[src/rtl/connect4_win_scanner.sv]
// rtl/connect4_win_scanner.sv - sequential Connect 4 win scan around the last dropped piece
// Define CONNECT4_DRAW_DETECT_EN to add the move counter with new_game/draw ports.
module connect4_win_scanner #(
  parameter int ROWS    = 6,
  parameter int COLS    = 7,
  parameter int WIN_LEN = 4
) (
  input  logic       clk,
  input  logic       rst,
  input  logic       start,
  input  logic [1:0] player,
  input  logic [2:0] mv_row,
  input  logic [2:0] mv_col,
  output logic       busy,
  output logic       rd_en,
  output logic [2:0] rd_row,
  output logic [2:0] rd_col,
  input  logic [1:0] rd_data,
`ifdef CONNECT4_DRAW_DETECT_EN
  input  logic       new_game,
  output logic       draw,
`endif
  output logic       done,
  output logic       win
);

  localparam int CW  = $clog2(2 * WIN_LEN);
  localparam int CW1 = CW + 1;
  localparam int KW  = $clog2(WIN_LEN);
  localparam logic [3:0]    ROWS_U    = 4'(ROWS);
  localparam logic [3:0]    COLS_U    = 4'(COLS);
  localparam logic [CW:0]   WIN_C     = CW1'(WIN_LEN);
  localparam logic [KW-1:0] K_LAST    = KW'(WIN_LEN - 1);
  localparam logic [2:0]    SIDE_LAST = 3'd6;

  typedef enum logic [1:0] {IDLE, ISSUE, WAIT, DONE} state_t;
  typedef struct packed {
    logic       ok;
    logic [2:0] row;
    logic [2:0] col;
  } cell_t;

  // Sides: 0 H+, 1 H-, 2 V-, 3 D1+, 4 D1-, 5 D2+, 6 D2-; signed 4-bit math catches off-board steps.
  function automatic cell_t side_cell(input logic [2:0] r0, input logic [2:0] c0,
                                      input logic [2:0] side_i, input logic [KW-1:0] k_i);
    logic signed [3:0] r, c, kk;
    cell_t o;
    r  = signed'({1'b0, r0});
    c  = signed'({1'b0, c0});
    kk = signed'(4'(k_i));
    case (side_i)
      3'd0:    c = c + kk;
      3'd1:    c = c - kk;
      3'd2:    r = r - kk;
      3'd3:    begin r = r + kk; c = c + kk; end
      3'd4:    begin r = r - kk; c = c - kk; end
      3'd5:    begin r = r + kk; c = c - kk; end
      default: begin r = r - kk; c = c + kk; end
    endcase
    o.ok  = !r[3] && !c[3] && (unsigned'(r) < ROWS_U) && (unsigned'(c) < COLS_U);
    o.row = r[2:0];
    o.col = c[2:0];
    return o;
  endfunction

  state_t        state;
  logic [1:0]    ply;
  logic [2:0]    row_q, col_q, side, side_nxt;
  logic [KW-1:0] k;
  logic [CW-1:0] count;
  logic [CW:0]   cnt_inc;
  logic          req_ok, hit, win_now, go_on, side_end, axis_start;
  cell_t         first_cell, cont_cell, next_cell;

`ifdef CONNECT4_DRAW_DETECT_EN
  localparam logic [5:0] MOVES_FULL = 6'(ROWS * COLS);
  logic [5:0] moves;
`endif

  assign req_ok     = (player == 2'b01 || player == 2'b10) &&
                      ({1'b0, mv_row} < ROWS_U) && ({1'b0, mv_col} < COLS_U);
  assign cnt_inc    = CW1'(count) + CW1'(1);
  assign hit        = (rd_data == ply);
  assign win_now    = hit && (cnt_inc >= WIN_C);
  assign go_on      = hit && (k != K_LAST);
  // An ISSUE cycle without a read strobe means the step fell off the board.
  assign side_end   = (state == ISSUE && !rd_en) || (state == WAIT && !win_now && !go_on);
  assign side_nxt   = side + 3'd1;
  assign axis_start = (side_nxt == 3'd2) || (side_nxt == 3'd3) || (side_nxt == 3'd5);
  assign first_cell = side_cell(mv_row, mv_col, 3'd0, KW'(1));
  assign cont_cell  = side_cell(row_q, col_q, side, k + KW'(1));
  assign next_cell  = side_cell(row_q, col_q, side_nxt, KW'(1));

  always_ff @(posedge clk or negedge rst) begin
    if (!rst) begin
      state  <= IDLE;
      ply    <= '0;
      row_q  <= '0;
      col_q  <= '0;
      side   <= '0;
      k      <= '0;
      count  <= '0;
      busy   <= 1'b0;
      rd_en  <= 1'b0;
      rd_row <= '0;
      rd_col <= '0;
      done   <= 1'b0;
      win    <= 1'b0;
`ifdef CONNECT4_DRAW_DETECT_EN
      moves  <= '0;
      draw   <= 1'b0;
`endif
    end else begin
      case (state)
        IDLE: if (start) begin
          ply   <= player;
          row_q <= mv_row;
          col_q <= mv_col;
          busy  <= 1'b1;
          win   <= 1'b0;
          if (req_ok) begin
            side  <= '0;
            k     <= KW'(1);
            count <= CW'(1);
            rd_en <= first_cell.ok;
            if (first_cell.ok) begin
              rd_row <= first_cell.row;
              rd_col <= first_cell.col;
            end
            state <= ISSUE;
          end else begin
            done  <= 1'b1;
            state <= DONE;
          end
        end
        ISSUE: if (rd_en) begin
          rd_en <= 1'b0;
          state <= WAIT;
        end
        WAIT: begin
          if (win_now) begin
            win   <= 1'b1;
            done  <= 1'b1;
            state <= DONE;
          end else if (go_on) begin
            k     <= k + KW'(1);
            count <= cnt_inc[CW-1:0];
            rd_en <= cont_cell.ok;
            if (cont_cell.ok) begin
              rd_row <= cont_cell.row;
              rd_col <= cont_cell.col;
            end
            state <= ISSUE;
          end else if (hit) begin
            count <= cnt_inc[CW-1:0];
          end
        end
        DONE: begin
          done  <= 1'b0;
          busy  <= 1'b0;
          state <= IDLE;
        end
        default: state <= IDLE;
      endcase

      if (side_end) begin
        if (side == SIDE_LAST) begin
          done  <= 1'b1;
          state <= DONE;
        end else begin
          side <= side_nxt;
          k    <= KW'(1);
          if (axis_start) count <= CW'(1);
          rd_en <= next_cell.ok;
          if (next_cell.ok) begin
            rd_row <= next_cell.row;
            rd_col <= next_cell.col;
          end
          state <= ISSUE;
        end
      end

`ifdef CONNECT4_DRAW_DETECT_EN
      if (side_end && side == SIDE_LAST) begin
        if (moves != 6'h3f) moves <= moves + 6'd1;
        if (moves + 6'd1 >= MOVES_FULL) draw <= 1'b1;
      end
      if (new_game) begin
        moves <= '0;
        draw  <= 1'b0;
      end
`endif
    end
  end

endmodule

[config.mk]
export PLATFORM = sky130hd
export DESIGN_NAME = connect4_win_scanner
export DESIGN_NICKNAME = d
export VERILOG_FILES = /design/src/rtl/connect4_win_scanner.sv
export SDC_FILE = /design/constraint.sdc
export NUM_CORES = 1
export LEC_CHECK = 0
export CORE_UTILIZATION = 25
export CTS_CLUSTER_SIZE = 25
export DETAILED_ROUTE_END_ITERATION = 8
export GPL_TIMING_DRIVEN = 0
export SYNTH_ARGS = -nofsm -noshare
export SYNTH_HDL_FRONTEND = slang
export SYNTH_SLANG_ARGS = --single-unit
[constraint.sdc]
create_clock -name clk -period 10.3 [get_ports clk]
set_clock_uncertainty 0.15 [all_clocks]
set_input_delay 3.09 -clock clk [delete_from_list [all_inputs] [get_ports clk]]
set_output_delay 3.09 -clock clk [all_outputs]
set_load 0.02 [all_outputs]
Word-level counts from Yosys, hierarchy flattened:

Index checks and enable logic that the tools add are counted.

* $lt $le $gt $ge: 8
* reductions and logical operators: 42
* mux-type cells: 71
* eq/ne operators: 23
* add/sub/neg operators: 12

Operators by type and width (count)
* 3-bit two-way mux: 31
* 4-bit one-hot mux with 2 select lines: 4
* 2-bit two-way mux: 13
* 4-bit by 3-bit < comparator with 1-bit output, second input constant: 5
* 3-bit one-hot mux with 2 select lines: 3
* 3-bit by 1-bit adder with 4-bit output, second input constant: 4
* 3-bit == test, second input constant: 5
* 1-bit logical AND: 15
* 1-bit two-way mux: 14
* 3-bit by 2-bit == test with 1-bit output, second input constant: 4
* 3-bit by 2-bit adder with 4-bit output: 2
* 1-bit logical NOT: 8
* 2-bit one-hot mux with 4 select lines: 1
* 2-bit OR reduction: 4
* 3-bit by 1-bit subtractor with 4-bit output, second input constant: 2
* 3-bit by 2-bit subtractor with 4-bit output: 2
* 2-bit == test, second input constant: 3
* 3-bit by 1-bit == test with 1-bit output, second input constant: 2
* 3-bit logical NOT: 2
* 3-bit < comparator, second input constant: 2
* 2-bit inequality test, second input constant: 3
* 3-bit inequality test, second input constant: 2
* 1-bit one-hot mux with 3 select lines: 2
* 3-bit AND reduction: 2
* 13 further kinds: 21

* logic and storage cells: 169
* output and inout bits: 10
* register bits after elaboration: 28
* input bits: 13

Longest topological paths before layout:

Gate-level depths: netlist (run 1).

* word-level depth: 14
* depth in mapped cells: 16
* mapped depth without buffers: 16

Least setup slack after synthesis (run 1):

No wires, ideal clock.

* kind: input-to-reg
* from: in rd_data[0]
* to: reg rd_row[0]
* arrival time: 4.800 ns
* cell stages on the path: 7
* buffers on the path: 0
* required time: 10.064 ns
* setup time: 0.086 ns
* setup slack: 5.264 ns
* cell sequence: xor2_1 > or2_2 > a2111o_1 > a221oi_4 > nand2_4 > or3_1 > a32oi_1

* longest elaborated chain between the ends: 8
* elaborated cells between the ends (all ways): 14
* classes of those cells: eq/ne (1); mux (6); reduce/logical (7)

Ends and longest elaborated chain
* from (decl): RTL line 18 `input logic [1:0] rd_data,`
* 2-bit == test *: RTL line 83 `assign hit = (rd_data == ply);`
* 1-bit logical AND: RTL line 85 `assign go_on = hit && (k != K_LAST);`
* 3-bit two-way mux: RTL line 145 `end else if (go_on) begin`
* 3-bit two-way mux: RTL line 141 `if (win_now) begin`
* 3-bit one-hot mux with 2 select lines: RTL line 114 `case (state)`
* 3-bit two-way mux: RTL line 175 `if (next_cell.ok) begin`
* 3-bit two-way mux: RTL line 167 `if (side == SIDE_LAST) begin`
* 3-bit two-way mux *: RTL line 166 `if (side_end) begin`
* to (signal assigned): RTL line 127 `rd_row <= first_cell.row;`
* to (signal assigned): RTL line 150 `rd_row <= cont_cell.row;`
* to (signal assigned): RTL line 176 `rd_row <= next_cell.row;`
* to (decl): RTL line 16 `output logic [2:0] rd_row,`

Mark *: on every way between the ends. The rest lies on a longest branch, timed or not.
A chain may end at the register's enable or synchronous reset.

Worst setup path in the final report (run 1):

* from: in start
* to: reg k[0]

* longest elaborated chain between the ends: 4

Ends and longest elaborated chain
* from (decl): RTL line 10 `input logic start,`
* 2-bit two-way mux *: RTL line 115 `IDLE: if (start) begin`
* 2-bit one-hot mux with 2 select lines *: RTL line 114
* 2-bit two-way mux: RTL line 167
* 2-bit two-way mux *: RTL line 166
* to (signal assigned): RTL line 146 `k <= k + KW'(1);`
* to (decl): RTL line 69 `logic [KW-1:0] k;`

Marked as above.

==> impl_results.md, run 1 <==
* Outcome: finished, final reports clean
* All-Layer GR Usage at 13.3%
* Register area at 701 sq um
* Max frequency at 186 MHz
* RR Startpoint: side[0]
* Routed wire length at 6410 um
* # DRC at 0
* Placement Setup Slack at 4640 ps
* Worst R2R End: rd_row[0]
* Synth Area in Compound Gates at 24.0%
* Final TNS setup at 0 ps
* Post-Place Cells at 430
* Most common cell in the netlist: dfrtp_1
* Post-synth EDFFs at 0
* Multi-input gate area at 1610 sq um
* #FFs+latches synth at 28
* Cell Count, Final, Fillers Out at 434
* Critical Path Start: start
* Final Worst Setup Slack at 4920 ps
* Prevailing post-synth register cell: dfrtp_1
* Final ANT Viol Nets at 0
* Area Overhead vs Synth at 18.3%
* Register area share after synthesis at 28.6%
* CP Class: input port to flop
* Clock-pin transition on the worst setup and hold timing paths at 110 ps
* Critical-path maximum fanout at 7
* Post-CTS sizing at 0
* Top-area cell type share of the netlist area at 28.6%
* Slew @ Worst Pin at 1130 ps
* Initial antenna violation count at 0
* Synth area leader: dfrtp_1
* Max-Cap Viols at 0
* Root buf cell: clkbuf_8
* CTS Buf Count at 3
* Vias in the first global route at 2099
* Number of port buffers at 22
* Fin. Hold Viols at 0
* Xor-xnor portion of the synthesized cell area at 6.03%
* Largest net degree at the start of global routing at 29
* Endpoint type of the worst setup path: flop
* CTS Buffer Depth at 2
* Number of setup buffers added after CTS at 0
* Required time of the critical path at 10360 ps
* Core Area at 9370 sq um
* RSZ-0062 raised after global routing: false
* Post-Synthesis Cells at 279
* Max stage delay cell, worst path: nor3b_1
* Crit path to: k[0]
* Clock Latency Late Sink at 280 ps
* Die X at 101 um
* # rows at 35
* Mux cell area share after synthesis at 4.70%
* Commonest cells post-synth: dfrtp_1 (28), nand2_1 (25), nor2_1 (25)
* Via-to-Cell Ratio at 4.95
* Number of diodes at 0
* Critical Path AT at 5450 ps
* # setup viols final at 0
* Syn Nets at 318
* Filler Cell Count at 1017
* H-tree levels at 1
* Synthesized area per cell at 8.78 sq um
* Synth Cell Area at 2450 sq um
* Warnings, synthesis at 0
* First-pass GRT wire length at 10500 um
* Fraction of layout cells with a size suffix above 1 at 8.52%
* R2r setup slk at 6300 ps
* Max_slew headroom at 24.7%
* Via Count at 2149
* # clock sinks at 28
* Min-delay worst type: flop to flop
* Fin Hold WS at 390 ps
* Final Max Tran Viols at 0
* Number of nets in the layout at 345
* Largest family of logic cells by synthesized area: compound AO/OA/AOI/OAI gates
* Worst-path cell chain: clkdlybuf4s50_1 -> nor3b_1 -> nand2_1 -> and3_1 -> o21ai_1
* FFs w/ async S/R, synth at 100%
* TritonCTS clock tree: done
* Grt ovf at 0
* Fin crit share at 52.3%
* Die Ht at 101 um
* Synth cell types at 52
* Critical path startpoint category: input port
* # IOs at 23
* Tmin final at 5380 ps
* Gpl congestion at 0.842
* Detailed Routing Iterations Pass 1 at 4
* DR WL/cell at 14.8 um
* Detailed placement HPWL at 5040 um
* DRT iter0 DRCs at 122
* Simple-gate share of the synthesized area at 16.6%
* Worst Reg-to-Reg Cells at 15
* Die ar. at 10200 sq um
* Initial Util at 26.1%
* Synth top area cells: dfrtp_1 (29%), ha_1 (11%), a21oi_1 (3.9%)
* Post-CTS Hold Buffers at 0
* Slowest stage delay, CP at 940 ps
* Adder-cell share of the synthesized area at 14.5%
## cell families (layout without fill, tap and decap cells)
kind of cell,after synthesis,after routing
and+or+nand+nor,87,87
AOI/OAI and AO/OA,86,86
DFF,28,28
adders and majority gates,26,26
buffers and inverters,26,52
xor gates and xnor gates,16,16
muxes,10,10
## worst min path at each step
| stage | from | to | slack [ps] | cells after the start |
|---|---|---|---|---|
| after global routing | busy | busy | 410 | 1 |
| after CTS | ply[0] | ply[0] | 390 | 1 |
| after floorplan | k[1] | k[1] | 340 | 2 |
| final | busy | busy | 390 | 1 |
| after detailed placement | busy | busy | 370 | 1 |
| after global placement | busy | busy | 350 | 1 |
## through the flow
step	utilization, %	area [sq um]
2_1_floorplan	-	2450
3_3_place_gp	30.2	2830
3_5_place_dp	30.2	2830
4_1_cts	30.9	2900
5_1_grt	30.9	2900
6_report	30.9	2900
## state kept, by name, summed over array words and instances (netlist names), 2 cells and up
register,count
col_q,3
count,3
rd_row,3
side,3
ply,2
rd_col,3
row_q,3
state,2
k,2
## critical path, delay by kind of cell
kind,cells,cell delay [ps]
buffers and inverters,1,600
AOI/OAI and AO/OA,1,120
and+or+nand+nor,3,1630
## metal layers
layer / track usage (%) / share of wire, % / vias up
met2: 21.5 / 44 / 55
met5: 0 / 0 / -
li1: - / - / 1063
met1: 18.5 / 49 / 1022
met3: 1.94 / 5.4 / 9
met4: 3.23 / 1.4 / 0
## placed cells by master, fill, tap and decap left out, types with 7 or more instances in the layout
cell	n
ha_1	22
o21ai_0	19
nor2_1	25
nand3_1	12
nand2_1	25
clkdlybuf4s50_1	21
inv_1	15
xnor2_1	8
a21oi_1	19
xor2_1	7
dfrtp_1	28
## cell type report
type	instances	area share, %
inverter	16	2.25
multi-input combinational	225	55.7
clock buffer	3	1.42
buffer	10	2.42
timing repair buffer	22	7.43
tap	129	5.57
sequential	28	24.2
clock inverter	1	1.04
Power of run 1 is left out: the tool's default activity adds up to more than one toggle a clock period on the data nets, which glitch-free logic cannot reach.
==> run 2, diff against run 1 <==
==> constraint.sdc (replaced) <==
create_clock -name clk -period 5.6 [get_ports clk]
set_clock_uncertainty 0.15 [all_clocks]
set_input_delay 1.68 -clock clk [delete_from_list [all_inputs] [get_ports clk]]
set_output_delay 1.68 -clock clk [all_outputs]
set_load 0.02 [all_outputs]
==> results of run 2 <==
Same layout as run 1 (identical final DEF). Status: finished, final reports clean.
Main changes from that run: setup slack after placement 4640 ps -> 1350 ps; setup slack after layout 4920 ps -> 1600 ps; start point of the critical path start -> side[0]; end point of the critical path k[0] -> rd_row[0]; register-to-register setup slack 6300 ps -> 1600 ps
Power of run 2 is left out for the same reason.
